## config.mk

```make
export PLATFORM = sky130hd
export DESIGN_NAME = mem_port_arbiter
export DESIGN_NICKNAME = d
export VERILOG_FILES = /design/src/rtl/mem_pkg.sv /design/src/rtl/mem_port_arbiter_rr_arb2.sv /design/src/rtl/mem_port_arbiter.sv
export SDC_FILE = /design/constraint.sdc
export NUM_CORES = 1
export LEC_CHECK = 0
export CAP_MARGIN = 5
export CORE_MARGIN = 2
export CORE_UTILIZATION = 48
export DETAILED_ROUTE_END_ITERATION = 8
export GPL_ROUTABILITY_DRIVEN = 0
export GPL_TIMING_DRIVEN = 1
export PLACE_DENSITY = 0.95
export SYNTH_ARGS = -nofsm -noshare
export SYNTH_HDL_FRONTEND = slang
export SYNTH_HIERARCHICAL = 1
export SYNTH_SLANG_ARGS = --single-unit
```

## constraint.sdc

```tcl
create_clock -name CLK -period 7.01 [get_ports CLK]
set_clock_uncertainty 0.1 [all_clocks]
set_input_delay 1.7525 -clock CLK [delete_from_list [all_inputs] [get_ports CLK]]
set_output_delay 1.7525 -clock CLK [all_outputs]
set_load 0.01 [all_outputs]
```

## src/rtl/mem_pkg.sv

```systemverilog
// Shared types and helpers for the RAM port arbiter: FSM encoding, master IDs,
// byte-lane constants and the read-modify-write merge.
package mem_pkg;

  localparam int unsigned DATA_W     = 32;
  localparam int unsigned ADDR_W     = 32;
  localparam int unsigned DATA_DEPTH = 256;
  localparam int unsigned BE_W       = 4;

  typedef enum logic [1:0] {
    IDLE  = 2'd0,
    ACC   = 2'd1,
    MERGE = 2'd2,
    RESP  = 2'd3
  } state_e;

  localparam logic MID_IF = 1'b0;
  localparam logic MID_DM = 1'b1;

  localparam logic [BE_W-1:0] FULL_BE = 4'hF;

  // Per byte lane: take the new lane where be is set, otherwise keep the old lane.
  function automatic logic [DATA_W-1:0] byte_merge(input logic [DATA_W-1:0] old_w,
                                                   input logic [DATA_W-1:0] new_w,
                                                   input logic [BE_W-1:0]   be);
    logic [DATA_W-1:0] m;
    m = old_w;
    for (int i = 0; i < int'(BE_W); i++) begin
      if (be[i]) m[8*i +: 8] = new_w[8*i +: 8];
    end
    return m;
  endfunction

endpackage

```

## src/rtl/mem_port_arbiter_rr_arb2.sv

```systemverilog
// Two-way round-robin grant; on contention the master not granted last wins.
module rr_arb2
  import mem_pkg::*;
(
  input  logic clk,
  input  logic rst_n,
  input  logic req_if,
  input  logic req_dm,
  input  logic en,
  output logic gnt_valid_c,
  output logic gnt_id_c
);

  logic last_grant_q;

  always_comb begin
    gnt_valid_c = req_if | req_dm;
    gnt_id_c    = (req_if && req_dm) ? ~last_grant_q : req_dm;
  end

  always_ff @(posedge clk or negedge rst_n) begin
    if (!rst_n) begin
      last_grant_q <= MID_IF;
    end else if (en && gnt_valid_c) begin
      last_grant_q <= gnt_id_c;
    end
  end

endmodule

```

## src/rtl/mem_port_arbiter.sv

```systemverilog
// Shares a single-port combinational-read RAM between instruction fetch and the
// data LSU; sub-word stores become read-modify-write.
module mem_port_arbiter
  import mem_pkg::*;
#(
  parameter int unsigned DataWidth = DATA_W,
  parameter int unsigned AddrWidth = ADDR_W,
  parameter int unsigned DataDepth = DATA_DEPTH
) (
  input  logic                 CLK,
  input  logic                 RST_n,
  input  logic                 if_req,
  input  logic [AddrWidth-1:0] if_addr,
  output logic                 if_ack,
  input  logic                 dm_req,
  input  logic                 dm_we,
  input  logic [3:0]           dm_be,
  input  logic [AddrWidth-1:0] dm_addr,
  input  logic [DataWidth-1:0] dm_wdata,
  output logic                 dm_ack,
  output logic [DataWidth-1:0] rdata,
  output logic                 err,
  output logic                 busy,
  output logic [AddrWidth-1:0] ram_addr,
  output logic                 ram_r,
  output logic                 ram_w,
  output logic [DataWidth-1:0] ram_wdata,
  input  logic [DataWidth-1:0] ram_rdata
);

  localparam logic [AddrWidth-1:0] ADDR_LIMIT = AddrWidth'(4 * DataDepth);

  state_e                 state_q, state_d;
  logic [AddrWidth-1:0]   addr_q, addr_d;
  logic                   we_q, we_d;
  logic [3:0]             be_q, be_d;
  logic [DataWidth-1:0]   wdata_q, wdata_d;
  logic                   id_q, id_d;
  logic                   oor_q, oor_d;

  logic                   if_ack_d, dm_ack_d, err_d, busy_d, ram_r_d, ram_w_d;
  logic [DataWidth-1:0]   rdata_d, ram_wdata_d;
  logic                   partial_d;
  logic                   gnt_valid_c, gnt_id_c;

  rr_arb2 u_arb (
    .clk         (CLK),
    .rst_n       (RST_n),
    .req_if      (if_req),
    .req_dm      (dm_req),
    .en          (state_q == IDLE),
    .gnt_valid_c (gnt_valid_c),
    .gnt_id_c    (gnt_id_c)
  );

  // Next state and request latch; outputs are decoded from the next state so they register cleanly.
  always_comb begin
    state_d = state_q;
    addr_d  = addr_q;
    we_d    = we_q;
    be_d    = be_q;
    wdata_d = wdata_q;
    id_d    = id_q;
    oor_d   = oor_q;
    rdata_d = rdata;

    case (state_q)
      IDLE: begin
        if (gnt_valid_c) begin
          id_d    = gnt_id_c;
          state_d = ACC;
          if (gnt_id_c == MID_DM) begin
            addr_d  = dm_addr;
            we_d    = dm_we;
            be_d    = dm_be;
            wdata_d = dm_wdata;
          end else begin
            addr_d  = if_addr;
            we_d    = 1'b0;
            be_d    = '0;
            wdata_d = '0;
          end
          oor_d = (addr_d >= ADDR_LIMIT);
        end
      end
      ACC: begin
        rdata_d = (!we_q && !oor_q) ? ram_rdata : '0;
        if (!oor_q && we_q && be_q != FULL_BE && be_q != 4'h0) state_d = MERGE;
        else                                                   state_d = RESP;
      end
      MERGE:   state_d = RESP;
      RESP:    state_d = IDLE;
      default: state_d = IDLE;
    endcase

    partial_d   = we_d && be_d != FULL_BE && be_d != 4'h0;
    ram_r_d     = (state_d == ACC) && !oor_d && (!we_d || partial_d);
    ram_w_d     = ((state_d == ACC) && !oor_d && we_d && be_d == FULL_BE) ||
                  (state_d == MERGE);
    // Entering MERGE from ACC: ram_rdata still holds the old word read this cycle.
    if (state_d == MERGE) ram_wdata_d = byte_merge(ram_rdata, wdata_q, be_q);
    else if (ram_w_d)     ram_wdata_d = wdata_d;
    else                  ram_wdata_d = '0;
    if_ack_d    = (state_d == RESP) && (id_d == MID_IF);
    dm_ack_d    = (state_d == RESP) && (id_d == MID_DM);
    err_d       = (state_d == RESP) && oor_d;
    busy_d      = (state_d != IDLE);
  end

  always_ff @(posedge CLK or negedge RST_n) begin
    if (!RST_n) begin
      state_q   <= IDLE;
      addr_q    <= '0;
      we_q      <= 1'b0;
      be_q      <= '0;
      wdata_q   <= '0;
      id_q      <= MID_IF;
      oor_q     <= 1'b0;
      if_ack    <= 1'b0;
      dm_ack    <= 1'b0;
      rdata     <= '0;
      err       <= 1'b0;
      busy      <= 1'b0;
      ram_addr  <= '0;
      ram_r     <= 1'b0;
      ram_w     <= 1'b0;
      ram_wdata <= '0;
    end else begin
      state_q   <= state_d;
      addr_q    <= addr_d;
      we_q      <= we_d;
      be_q      <= be_d;
      wdata_q   <= wdata_d;
      id_q      <= id_d;
      oor_q     <= oor_d;
      if_ack    <= if_ack_d;
      dm_ack    <= dm_ack_d;
      rdata     <= rdata_d;
      err       <= err_d;
      busy      <= busy_d;
      ram_addr  <= addr_d;
      ram_r     <= ram_r_d;
      ram_w     <= ram_w_d;
      ram_wdata <= ram_wdata_d;
    end
  end

endmodule

```

==> results.cfg <==
[critical_path]
cpPeakStageDelay_ns = 0.71
ff2ff_setup_slack_ns = 3.49
start_kind = input pin
reg2reg_to = ram_r
crit_chain = clkdlybuf4s50_1, a21boi_4, buf_4, mux2i_1, o21ai_0, a2111oi_4, buf_4, nor2_1, a2111oi_2
cp_top_family = buffers and inverters
r2r_start = u_arb/last_grant_q
end_kind = flop
crit_top_cell = buf_4
ff2ff_path_depth = 8
crit_buf_inv = 3
cp.arrival_ns = 5.15
worstSetupPathType = in -> reg
crit_fanout = 35
slowest_stage = a21boi_4
critPathRequiredTime_ns = 7.21

[place]
port_buffers = 238
hpwl_um = 13400
dp_slack_ns = 1.69

[clock_tree]
htree_levels = 4
post_cts_buffers = 0
cts_tree = built
clk_pin_slew_ns = 0.06
cts_root_buf = clkbuf_16
hold_buffers = 0
ctsResizeCount = 0
clk_latency_ns = 0.42
ctsLongestPathBuffers = 2
cts_sinks = 144
cts_made_buffers = 17

[layout]
final_nets = 1001
final_common_cell = clkdlybuf4s50_1
drive_gt1_frac = 0.0561
antenna_cells = 0
fillers = 911
final_core_util = 0.723
areaGrowthSynthToFinish_pct = 48.3
layout_common_cells = 237 x clkdlybuf4s50_1, 144 x dfrtp_1, 131 x nand2_1, 82 x o21ai_0, 65 x mux2i_1

[floorplanning]
dieArea_um2 = 14300
die_w_um = 120
coreArea_um2 = 13100
row_count = 42
start_util = 0.488
io_pins = 239
die_h_um = 120

[synthesis]
synth_compound_area_frac = 0.139
synthCells = 644
yosys_warnings = 6
synthMuxAreaShare = 0.102
synth_area_leaders = dfrtp_1 56%, mux2i_1 10%, nand2_1 7.7%, o21ai_0 6.4%, o2111ai_1 4.4%
synth_cell_types = 34
synth_fp_nets = 783
async_flop_share = 1.00
synth_xor_area_frac = 0
synth_top_area_cell = dfrtp_1
synthSimpleGateAreaFrac = 0.136
synth_seq_cells = 144
yosys.area.top_type_share = 0.562
synth_area_um2 = 6410
yosysSeqAreaShare = 0.562
synth_top_family_by_area = compound AO/OA/AOI/OAI gates
synth_fa_ha_area_frac = 0.00390
syn_avg_cell_area_um2 = 9.95
ys.flop_type = dfrtp_1
synth-edff-count = 0

[detailed_routing]
drtAntennaViolNets = 0
vias = 5826
drt-total-wl_um = 19800
avgRoutedWirePerCell_um = 18.9
drc = 0
drtIter0Drc = 542
via_per_inst = 5.55
drt_first_pass_iters = 5

[power]
leakage_nw = 4.06
total_power_mw = 3.32
p_per_area_nw_per_um2 = 349
ir_worst_vdd_v = 0.000208

[grt]
grtUsageTotal = 0.286
grt_start_max_net_pins = 97
antenna_found_initial = 0
grt_pass1_vias = 6020
grt_pass1_wl_um = 31600
grt_remaining_overflow = 0

[min_path]
min_path_type = reg -> reg
hold_depth = 2
min_from = addr_q[2]
min_to = addr_q[2]

[sta]
fin_crit_sh = 0.706
whs_ns = 0.380
timing.fmax_mhz = 202
slew_violations = 0
setup_tns_ns = 0
setup_violations = 0
rsz0062_at_grt = false
worst_slack_ns = 2.06
tightest_slew_ns = 1.20
relSlewSlack = 0.198
hold_violations = 0
period_needed_ns = 4.95

[job]
max-cap-violations = 0

[status]
status = complete, no violations
==> report_power, final <==
part           switching [mW]  leakage (nW)  internal (mW)
combinational           0.684          1.87          0.506
sequential              0.146          1.90           1.07
clock                   0.336         0.287          0.583
==> cells in the mapped netlist, types with 2 or more instances <==
| cell type | n |
|---|---|
| ha_1 | 2 |
| o21ai_1 | 20 |
| nor2_1 | 8 |
| dfrtp_1 | 144 |
| mux2i_1 | 65 |
| buf_1 | 2 |
| clkbuf_1 | 31 |
| nand2_1 | 132 |
| buf_6 | 3 |
| o21ai_0 | 82 |
| nor3_1 | 4 |
| nand4_1 | 8 |
| buf_2 | 11 |
| inv_1 | 41 |
| o2111ai_1 | 32 |
| nand3_1 | 32 |
| a31oi_1 | 2 |
| nor4_1 | 5 |
| nor3b_1 | 2 |
| a21oi_1 | 3 |
| or4_1 | 2 |
==> metal layers <==
| metal | part of all wire | vias up | GRT usage |
|---|---|---|---|
| li1 | - | 2676 | - |
| met1 | 0.39 | 2832 | 0.351 |
| met2 | 0.51 | 269 | 0.486 |
| met3 | 0.071 | 49 | 0.0703 |
| met4 | 0.029 | 0 | 0.111 |
| met5 | 0 | - | 0 |
==> metrics by stage <==
step                area, um2  instances
global placement         8900       1019
global route             9500       1050
CTS                      9500       1050
detailed placement       8900       1019
finish                   9500       1050
floorplan                6410        644
==> cell type report <==
type | count | area [um2] | area share
Clock inverter | 10 | 135 | 0.0142
Inverter | 41 | 154 | 0.0162
Timing Repair Buffer | 246 | 2440 | 0.257
Sequential cell | 144 | 3600 | 0.379
Clock buffer | 21 | 470 | 0.0495
Tap cell | 176 | 220 | 0.0232
Multi-Input combinational cell | 412 | 2480 | 0.261
==> sequential cells by signal, summed over array words and instances, names as in the netlist <==
register	count
id_q	1
state_q	2
rdata	32
ram_w	1
err	1
ram_wdata	32
busy	1
addr_q	32
ram_r	1
we_q	1
if_ack	1
dm_ack	1
wdata_q	32
be_q	4
u_arb/last_grant_q	1
oor_q	1
==> how the worst max path moves through the flow <==
stage	from	to	slack, ns	cells after the start
2_1_floorplan	dm_req	ram_wdata[12]	3.15	8
3_3_place_gp	dm_req	ram_r	1.79	9
3_5_place_dp	dm_req	ram_r	1.69	9
4_1_cts	dm_req	ram_r	2.12	9
5_1_grt	dm_req	ram_r	1.89	9
6_report	dm_req	ram_r	2.06	9
==> kinds of logic (layout without fill, tap and decap cells) <==
group,count (synthesis),after routing
muxes,65,65
DFF,144,144
buffers and inverters,88,318
AOI/OAI and AO/OA,145,145
adders and majority gates,2,2
and+or+nand+nor,200,200
==> worst min-delay path: stages (launching register included) <==
cell     delay (ns)
dfrtp_1        0.34
nand2_1        0.05
o21ai_0        0.06
Note: power is estimated with default switching activity, not from simulation.
